===== src/rtl/counter_seek_arbiter.sv =====
`default_nettype none
// ============================================================================
// Module      : counter_seek_arbiter
// Description : Shares one external up/down counter between two requesters.
//               A requester hands over a target through a valid/ready
//               handshake. The block then steers the counter (inc or dec)
//               until its count equals the target, and pulses done to the
//               requester that owns the seek. Ties between requesters are
//               resolved round-robin. A seek can be cancelled with abort.
//
// Ports       :
//   clk          in   system clock, rising edge
//   reset        in   asynchronous active-high reset
//   count        in   [W] live value from the controlled counter
//   req0_valid   in   requester 0 offers a target
//   req0_target  in   [W] requester 0 target value
//   req0_ready   out  requester 0 target accepted this cycle (comb.)
//   req0_done    out  one-cycle pulse: requester 0 seek finished
//   req1_valid   in   requester 1 offers a target
//   req1_target  in   [W] requester 1 target value
//   req1_ready   out  requester 1 target accepted this cycle (comb.)
//   req1_done    out  one-cycle pulse: requester 1 seek finished
//   abort        in   cancel the seek in progress
//   aborted      out  one-cycle pulse alongside done for a cancelled seek
//   mode         out  [2] counter control: 00 hold, 01 inc, 10 dec
//   busy         out  high while a seek is in progress or completing
//
// Revision    : 1.0 - initial release
// ============================================================================
module counter_seek_arbiter #(
    parameter int W = 8
) (
    input  logic         clk,
    input  logic         reset,
    input  logic [W-1:0] count,
    input  logic         req0_valid,
    input  logic [W-1:0] req0_target,
    output logic         req0_ready,
    output logic         req0_done,
    input  logic         req1_valid,
    input  logic [W-1:0] req1_target,
    output logic         req1_ready,
    output logic         req1_done,
    input  logic         abort,
    output logic         aborted,
    output logic [1:0]   mode,
    output logic         busy
);

    // ------------------------------------------------------------------
    // Encodings
    // ------------------------------------------------------------------
    typedef enum logic [1:0] {
        ST_IDLE = 2'd0,
        ST_SEEK = 2'd1,
        ST_DONE = 2'd2
    } state_t;

    localparam logic [1:0] C_MODE_HOLD = 2'b00;
    localparam logic [1:0] C_MODE_INC  = 2'b01;
    localparam logic [1:0] C_MODE_DEC  = 2'b10;

    // ------------------------------------------------------------------
    // State
    // ------------------------------------------------------------------
    state_t         r_state;
    logic [W-1:0]   r_target;
    logic           r_owner;       // requester that owns the current seek
    logic           r_last_grant;  // requester granted most recently
    logic           r_done0;
    logic           r_done1;
    logic           r_aborted;
    logic           r_busy;

    logic           w_idle;
    logic           w_grant0;
    logic           w_grant1;
    logic           w_at_target;
    logic [1:0]     w_mode;

    // ------------------------------------------------------------------
    // Arbitration: grants only in IDLE. On a tie the requester that did
    // not win last time is served, so the two grants are mutually
    // exclusive by construction.
    // ------------------------------------------------------------------
    assign w_idle   = (r_state == ST_IDLE);
    assign w_grant0 = w_idle && req0_valid && (!req1_valid || r_last_grant);
    assign w_grant1 = w_idle && req1_valid && (!req0_valid || !r_last_grant);

    assign w_at_target = (count == r_target);

    // ------------------------------------------------------------------
    // Counter steering. Direction comes from an unsigned compare, not the
    // shortest wrap path. Because the decode uses the live count, mode is
    // already HOLD in the very cycle count reaches the target, so the
    // counter never overshoots.
    // ------------------------------------------------------------------
    always_comb begin
        w_mode = C_MODE_HOLD;
        if (r_state == ST_SEEK) begin
            if (count < r_target) begin
                w_mode = C_MODE_INC;
            end else if (count > r_target) begin
                w_mode = C_MODE_DEC;
            end
        end
    end

    // ------------------------------------------------------------------
    // Control FSM with registered pulse outputs
    // ------------------------------------------------------------------
    always_ff @(posedge clk or posedge reset) begin
        if (reset) begin
            r_state      <= ST_IDLE;
            r_target     <= '0;
            r_owner      <= 1'b0;
            r_last_grant <= 1'b1;      // requester 0 wins the first tie
            r_done0      <= 1'b0;
            r_done1      <= 1'b0;
            r_aborted    <= 1'b0;
            r_busy       <= 1'b0;
        end else begin
            // done and aborted are single-cycle pulses
            r_done0   <= 1'b0;
            r_done1   <= 1'b0;
            r_aborted <= 1'b0;

            case (r_state)
                ST_IDLE: begin
                    if (w_grant0) begin
                        r_target     <= req0_target;
                        r_owner      <= 1'b0;
                        r_last_grant <= 1'b0;
                        r_busy       <= 1'b1;
                        r_state      <= ST_SEEK;
                    end else if (w_grant1) begin
                        r_target     <= req1_target;
                        r_owner      <= 1'b1;
                        r_last_grant <= 1'b1;
                        r_busy       <= 1'b1;
                        r_state      <= ST_SEEK;
                    end
                end

                ST_SEEK: begin
                    // Abort wins over arrival; either way the owner is told
                    // the seek has ended, and aborted says which kind.
                    if (abort || w_at_target) begin
                        r_done0   <= ~r_owner;
                        r_done1   <= r_owner;
                        r_aborted <= abort;
                        r_state   <= ST_DONE;
                    end
                end

                ST_DONE: begin
                    // One dead cycle: no grant can be issued here.
                    r_busy  <= 1'b0;
                    r_state <= ST_IDLE;
                end

                default: begin
                    r_busy  <= 1'b0;
                    r_state <= ST_IDLE;
                end
            endcase
        end
    end

    // ------------------------------------------------------------------
    // Outputs
    // ------------------------------------------------------------------
    assign req0_ready = w_grant0;
    assign req1_ready = w_grant1;
    assign req0_done  = r_done0;
    assign req1_done  = r_done1;
    assign aborted    = r_aborted;
    assign mode       = w_mode;
    assign busy       = r_busy;

endmodule
`default_nettype wire


===== config.mk =====
export PLATFORM = sky130hd
export DESIGN_NAME = counter_seek_arbiter
export DESIGN_NICKNAME = d
export VERILOG_FILES = /design/src/rtl/counter_seek_arbiter.sv
export SDC_FILE = /design/constraint.sdc
export NUM_CORES = 1
export LEC_CHECK = 0
export CAP_MARGIN = 20
export CELL_PAD_IN_SITES_DETAIL_PLACEMENT = 1
export CELL_PAD_IN_SITES_GLOBAL_PLACEMENT = 1
export CORE_ASPECT_RATIO = 0.75
export CORE_MARGIN = 2
export CORE_UTILIZATION = 31
export DETAILED_ROUTE_END_ITERATION = 6
export PLACE_DENSITY = 0.83
export SYNTH_ARGS = -nofsm -noshare
export SYNTH_HDL_FRONTEND = slang
export SYNTH_SLANG_ARGS = --single-unit

===== constraint.sdc =====
create_clock -name clk -period 1.95 [get_ports clk]
set_clock_uncertainty 0.2 [all_clocks]
set_input_delay 0.195 -clock clk [delete_from_list [all_inputs] [get_ports clk]]
set_output_delay 0.195 -clock clk [all_outputs]
set_load 0.005 [all_outputs]

==> results of run 1 <==
path summary, 6_finish.rpt:
kind	start	end	slack, ns	depth (start not counted)
min reg2reg	r_owner	req0_done	0.28	1
max reg2reg	r_target[5]	req0_done	0.16	7
min	reset	r_state[0]	0.13	2
max in group asynchronous	reset	r_target[3]	1.01	2
min in group clk	r_owner	req0_done	0.28	1
max	r_target[5]	mode[1]	-0.11	8
power by group through the flow:
stage,registers (W),clock network [W],logic (W)
2_1_floorplan,0.000562,0,0.000498
3_3_place_gp,0.000571,0,0.000858
3_5_place_dp,0.000583,0,0.000905
4_1_cts,0.000581,0.000261,0.00103
5_1_grt,0.000597,0.000278,0.00119
6_report,0.000580,0.000253,0.00107
sequential cells by signal (all words and copies together), names as in the netlist:
name,count
r_last_grant,1
req0_done,1
busy,1
r_owner,1
req1_done,1
r_state,2
aborted,1
r_target,8
final cells by class:
class,count,area share (%)
Tap cell,36,3.00
Multi-Input combinational cell,61,33.9
Clock buffer,4,3.00
Timing Repair Buffer,51,30.6
Sequential cell,16,26.7
Inverter,11,2.75
metrics by stage:
| step | worst slack, ns | instances | hold slack (ns) | total power, W | utilization (%) |
|---|---|---|---|---|---|
| global route | -0.214 | 179 | 0.182 | 0.00207 | 56.0 |
| detailed placement | -0.557 | 170 | 0.246 | 0.00149 | 50.6 |
| floorplan | 0.333 | 90 | -0.0920 | 0.00106 | - |
| global placement | -0.462 | 170 | 0.225 | 0.00143 | 50.6 |
| CTS | -0.0757 | 177 | 0.145 | 0.00187 | 54.9 |
| finish | -0.109 | 179 | 0.131 | 0.00190 | 56.0 |
cell usage in the layout, fill, tap and decap left out, drive strengths merged, types with 3 or more instances in the layout:
cell           netlist  routed
a21oi               11      11
inv                 11      11
dfrtp               15      15
clkbuf               0       4
clkdlybuf4s50        0      32
mux2i                8       8
nor2b                3       3
nor2                11      11
o21ai                4       4
a21o                 3       3
ha                   8       8
buf                  2      17
kinds of logic after synthesis:
| logic type | Yosys count |
|---|---|
| AND/OR/NAND/NOR | 24 |
| AO/OA/AOI/OAI | 21 |
| flip-flops | 16 |
| buffers and inverters | 13 |
| multiplexers | 8 |
| adder cells (fa/ha/maj) | 8 |
routing by layer:
metal	track usage [%]	vias up	wire, um
li1	-	410	-
met1	18.6	419	1110
met2	34.3	24	1420
met3	4.71	2	126
met4	4.76	0	19
met5	0	-	0
worst max-delay path: cells and delay by family (launching register included):
kind / cells / cell delay [ns]
DFF: 1 / 0.40
AOI/OAI and AO/OA: 3 / 0.39
buffers and inverters: 3 / 0.37
adders and majority gates: 1 / 0.21
and+or+nand+nor: 1 / 0.05
timing repair:
action                                  4_1_cts  5_1_grt
pin swaps                                     7        1
setup buffers                                 3        2
endpoints found under the setup margin        3        3
resized for setup                            21        2
gates cloned                                  0        0
==> impl_metrics.toml, run 1 <==
[status]
outcome = "finished with violations"
violations = "negative setup slack"

[detailed_routing]
firstDrtPassIters = 4
drt.antenna.violating_nets = 0
dr_total_vias = 855
finalWirelength_mm = 2.68
routed_via_density = 4.78
drc = 0
dr.first_iter.drc_count = 13
routed_length_per_placed_instance_um = 15.0

[cts]
quantity_of_hold_fixing_buffers_added_after_cts = 0
clkSlewWorstSetupHoldPaths_ns = 0.06
cts_buffer_depth = 2
cts_tree = "done"
cts.htree.levels = 1
cts_made_buffers = 3
ctsRootBufferMaster = "sky130_fd_sc_hd__clkbuf_8"
clock_sink_total = 16
clkLatencyLatePin_ns = 0.24

[grt]
vias_in_the_first_global_route = 1002
grt_overflow_total = 0
grt_max_degree = 19
grt_antenna_before_repair = 0
grt_first_pass_wirelength_mm = 4.37
grtUsageTotal_pct = 17.7

[synthesis]
synth-seq-area-share_pct = 44.5
synth.yosys.warnings = 0
synth_ff_type = "sky130_fd_sc_hd__dfrtp_1"
post_synth_most_frequent_cells = "sky130_fd_sc_hd__dfrtp_1 (15), sky130_fd_sc_hd__a21oi_1 (11), sky130_fd_sc_hd__inv_1 (11)"
synth.most_common_cell = "sky130_fd_sc_hd__dfrtp_1"
synth-xor-area-share_pct = 0
synthesis.nets = 127
synth_compound_gate_area_share_pct = 13.3
async_set_or_reset_register_ratio_after_synthesis_pct = 100
synth-edff-count = 0
synth_adder_area_share_pct = 11.1
synth_area_per_cell_um2 = 10.0
synthesis.instances = 90
synthMuxAreaShare_pct = 8.88
synthesis.area_um2 = 902
library_cell_occupying_the_most_area_in_the_post_synthesis_netlist = "sky130_fd_sc_hd__dfrtp_1"
yosys.cell_types.count = 23
synth_top_family_by_area = "simple AND/OR/NAND/NOR gates"
synthSimpleGateAreaFrac_pct = 14.8
synth_largest_type_area_fraction_pct = 41.6
synth_area_leaders = "sky130_fd_sc_hd__dfrtp_1 (42%), sky130_fd_sc_hd__ha_1 (11%), sky130_fd_sc_hd__mux2i_1 (8.9%), sky130_fd_sc_hd__a21oi_1 (6.1%), sky130_fd_sc_hd__inv_1 (4.6%)"
ys_seq_elements = 16

[timing]
hold_violations = 0
setup_viol = 2
tightest_slew_ns = 0.639
timing_max_transition_violations_final = 0
timing.setup.tns_ns = -0.197
maxSlewHeadroom_pct = 57.4
post-route-worst-setup-slack_ns = -0.109
min_period_ns = 2.06
rsz_0062_raised_after_global_routing = "true"
layout_worst_path_cycle_share_pct = 106
timing.fmax_mhz = 486

[die]
die_width_um = 66.3
floorplan.die_area_um2 = 3360
die_h_um = 50.7
top_level_ports = 37
fp-row-count = 16
coreArea_um2 = 2680
initial_standard_cell_utilization_of_the_core_pct = 33.6

[worst_setup_path]
cell_breakdown_of_the_critical_path = "inv_2 > ha_4 > a21oi_2 > nor2_2 > a211oi_2 > buf_4 > a21oi_2 > buf_2"
critical-path-max-stage-delay_ns = 0.40
crit_type = "reg -> out"
cp_data_arrival_time_ns = 1.66
setup.worst_path.end_class = "output port"
crit_path_top_delay_cell = "sky130_fd_sc_hd__dfrtp_1"
cp.required_ns = 1.55
timing.critical_path.from_type = "flop"
critical_path.most_common_cell = "sky130_fd_sc_hd__a21oi_2"
critPathMaxFanout = 2

[layout]
fin_nets = 181
post_route_cells_drive_above_1_share_pct = 25.2
seqCellArea_um2 = 402
syn2layout_area_growth_pct = 66.6
diodes = 0
fin_area_um2 = 1500
multi_input_area_um2 = 509
fill_cells = 308

[power_and_ir_drop]
comb_power_share_pct = 56.2
switchingPower_w = 0.000668
clock_power_share_pct = 13.3
sw_frac_of_total_pct = 35.1
power.internal_w = 0.00123
power.sequential.fraction_pct = 30.5
p_per_area_nw_per_um2 = 1270
leakagePower_nw = 0.683
vdd_drop_max_mv = 0.750

[placed_design]
port-buffer-count = 36
postPlaceCellArea_um2 = 1360
gp_congestion = 0.755
detailed_place_hpwl_mm = 1.95

[run]
cap_viol_max_count = 0

[worst_hold_path]
worst_hold_path_type = "in -> async"
Power figures use the tool's default switching activity.
==> run 2: changes to the inputs <==
--- a/config.mk
+++ b/config.mk
@@ -12,6 +12,7 @@
 export CORE_MARGIN = 2
 export CORE_UTILIZATION = 31
 export DETAILED_ROUTE_END_ITERATION = 6
+export MAX_ROUTING_LAYER = met4
 export PLACE_DENSITY = 0.83
 export SYNTH_ARGS = -nofsm -noshare
 export SYNTH_HDL_FRONTEND = slang
==> run 2 against run 1 <==
The run still ends with negative setup slack left; first-iteration DRC count shrank 15%; largest power group unchanged; maximum frequency is essentially flat; sequential share of layout area is the same; total power is essentially flat; design area is the same; register-to-register slack is essentially flat; die area is the same; worst setup slack is essentially flat; worst hold slack is essentially flat.
==> impl_metrics.toml, run 2 (same netlist as run 1, synthesis figures left out) <==
[status]
outcome = "finished with violations"
violations = "negative setup slack"

[cts]
clkLatencyLatePin_ns = 0.24
ctsRootBufferMaster = "sky130_fd_sc_hd__clkbuf_8"
cts_buffer_depth = 2
clkSlewWorstSetupHoldPaths_ns = 0.06
clock_sink_total = 16
cts.htree.levels = 1
cts_made_buffers = 3
cts_tree = "done"

[layout]
syn2layout_area_growth_pct = 66.6
mostFrequentLayoutCells = "sky130_fd_sc_hd__clkdlybuf4s50_1 (32), sky130_fd_sc_hd__dfrtp_1 (15), sky130_fd_sc_hd__buf_4 (15)"
layout_top_registers = "r_target (8), r_state (2)"
diodes = 0
fin_nets = 181
post_route_cells_drive_above_1_share_pct = 25.2
regMostFlops = "r_target"
largest_register_ffs = 8
layout.cells.most_common = "sky130_fd_sc_hd__clkdlybuf4s50_1"

[timing]
setup_viol = 2
min_period_ns = 2.06
rsz_0062_raised_after_global_routing = "true"
hold_violations = 0
timing.setup.tns_ns = -0.197
maxSlewHeadroom_pct = 57.4
layout_worst_path_cycle_share_pct = 106
post-route-worst-setup-slack_ns = -0.109
timing_max_transition_violations_final = 0
timing.fmax_mhz = 486
tightest_slew_ns = 0.638

[worst_setup_path]
cp.required_ns = 1.55
critical_path.most_common_cell = "sky130_fd_sc_hd__a21oi_2"
crit_path_top_delay_cell = "sky130_fd_sc_hd__dfrtp_1"
crit_type = "reg -> out"
critical-path-max-stage-delay_ns = 0.40
critPathMaxFanout = 2
setup.worst_path.end_class = "output port"
timing.critical_path.from_type = "flop"
timing.critical_path.max_delay_family = "flip-flops"
crit-reg2reg-capture = "req0_done"
critPathBufInv = 3
cell_breakdown_of_the_critical_path = "inv_2 > ha_4 > a21oi_2 > nor2_2 > a211oi_2 > buf_4 > a21oi_2 > buf_2"
r2r_slack_ns = 0.16
r2r_cells = 7
cp_data_arrival_time_ns = 1.66
reg_to_reg_startpoint = "r_target[5]"
startpoint = "r_target[5]"

[grt]
grt_overflow_total = 0
vias_in_the_first_global_route = 1006
grtUsageMet2_pct = 34.7
grtUsageMet3_pct = 4.71
grtUsageMet1_pct = 18.2
grtUsageTotal_pct = 18.2
grt_busiest_layer = "met2"
grt_max_degree = 19
grt_first_pass_wirelength_mm = 4.36
grt_antenna_before_repair = 0

[die]
coreArea_um2 = 2680
die_h_um = 50.7
floorplan.die_area_um2 = 3360
die_width_um = 66.3
fp-row-count = 16
top_level_ports = 37
initial_standard_cell_utilization_of_the_core_pct = 33.6

[detailed_routing]
routed_length_per_placed_instance_um = 15.0
drt.antenna.violating_nets = 0
drc = 0
dr_total_vias = 853
firstDrtPassIters = 4
routed_via_density = 4.77
finalWirelength_mm = 2.68
dr.first_iter.drc_count = 11

[placed_design]
gp_congestion = 0.765
detailed_place_hpwl_mm = 1.95
placement.setup.worst_slack_ns = -0.557
port-buffer-count = 36

[run]
cap_viol_max_count = 0

[worst_hold_path]
worst_hold_path_type = "in -> async"

[power_and_ir_drop]
p_per_area_nw_per_um2 = 1270
leakagePower_nw = 0.683
vdd_drop_max_mv = 0.750
## run 2: cell counts in the layout (fill, tap and decap cells not counted)
Identical to the previous run, type by type.
## run 2: per-layer routing
layer	vias up	wire length, um
met5	-	0
met4	0	14
met3	2	129
met2	24	1430
met1	417	1100
li1	410	-
## run 2: cell type report
cell class	instances	area [um^2]
clock buffers	4	45.0
fillers	308	1180
inverters	11	41.3
multi-input cells	61	509
flip-flops and latches	16	402
well taps	36	45.0
repair buffers	51	460
## run 2: worst max path at each step
stage                     slack [ns]  cells past startpoint       to
final                          -0.11                      8  mode[1]
after global routing           -0.21                      8  mode[1]
after CTS                      -0.08                      8  mode[1]
after detailed placement       -0.56                      7  mode[0]
after global placement         -0.46                      7  mode[0]
after floorplan                 0.33                      6  mode[0]
## run 2: power breakdown
group	internal, W	switching (W)
Clock	0.000145	0.000108
Combinational	0.000602	0.000468
Sequential	0.000488	0.0000920
Total	0.00123	0.000668
## run 2: per-stage QoR
stage | hold slack (ns) | cells | area [um^2] | total power (W) | utilization (%)
finish | 0.131 | 179 | 1500 | 0.00190 | 56.0
global route | 0.176 | 179 | 1500 | 0.00207 | 56.0
CTS | 0.145 | 177 | 1470 | 0.00187 | 54.9
detailed placement | 0.246 | 170 | 1360 | 0.00149 | 50.6
global placement | 0.225 | 170 | 1360 | 0.00143 | 50.6
floorplan | -0.0920 | 90 | 902 | 0.00106 | -
## run 2: repair_timing
item	4_1_cts	5_1_grt
setup buffers	3	2
pin swaps	7	1
setup endpoints to repair	3	3
gates resized for setup	21	2
hold buffers	0	0
## run 2: worst reg2reg max path, stage by stage (launching register included)
cell                      delay, ns
sky130_fd_sc_hd__dfrtp_1       0.38
sky130_fd_sc_hd__inv_2         0.06
sky130_fd_sc_hd__ha_4          0.27
sky130_fd_sc_hd__nand4_1       0.15
sky130_fd_sc_hd__buf_4         0.18
sky130_fd_sc_hd__nor2_1        0.12
sky130_fd_sc_hd__o21a_1        0.19
sky130_fd_sc_hd__nor2b_2       0.18
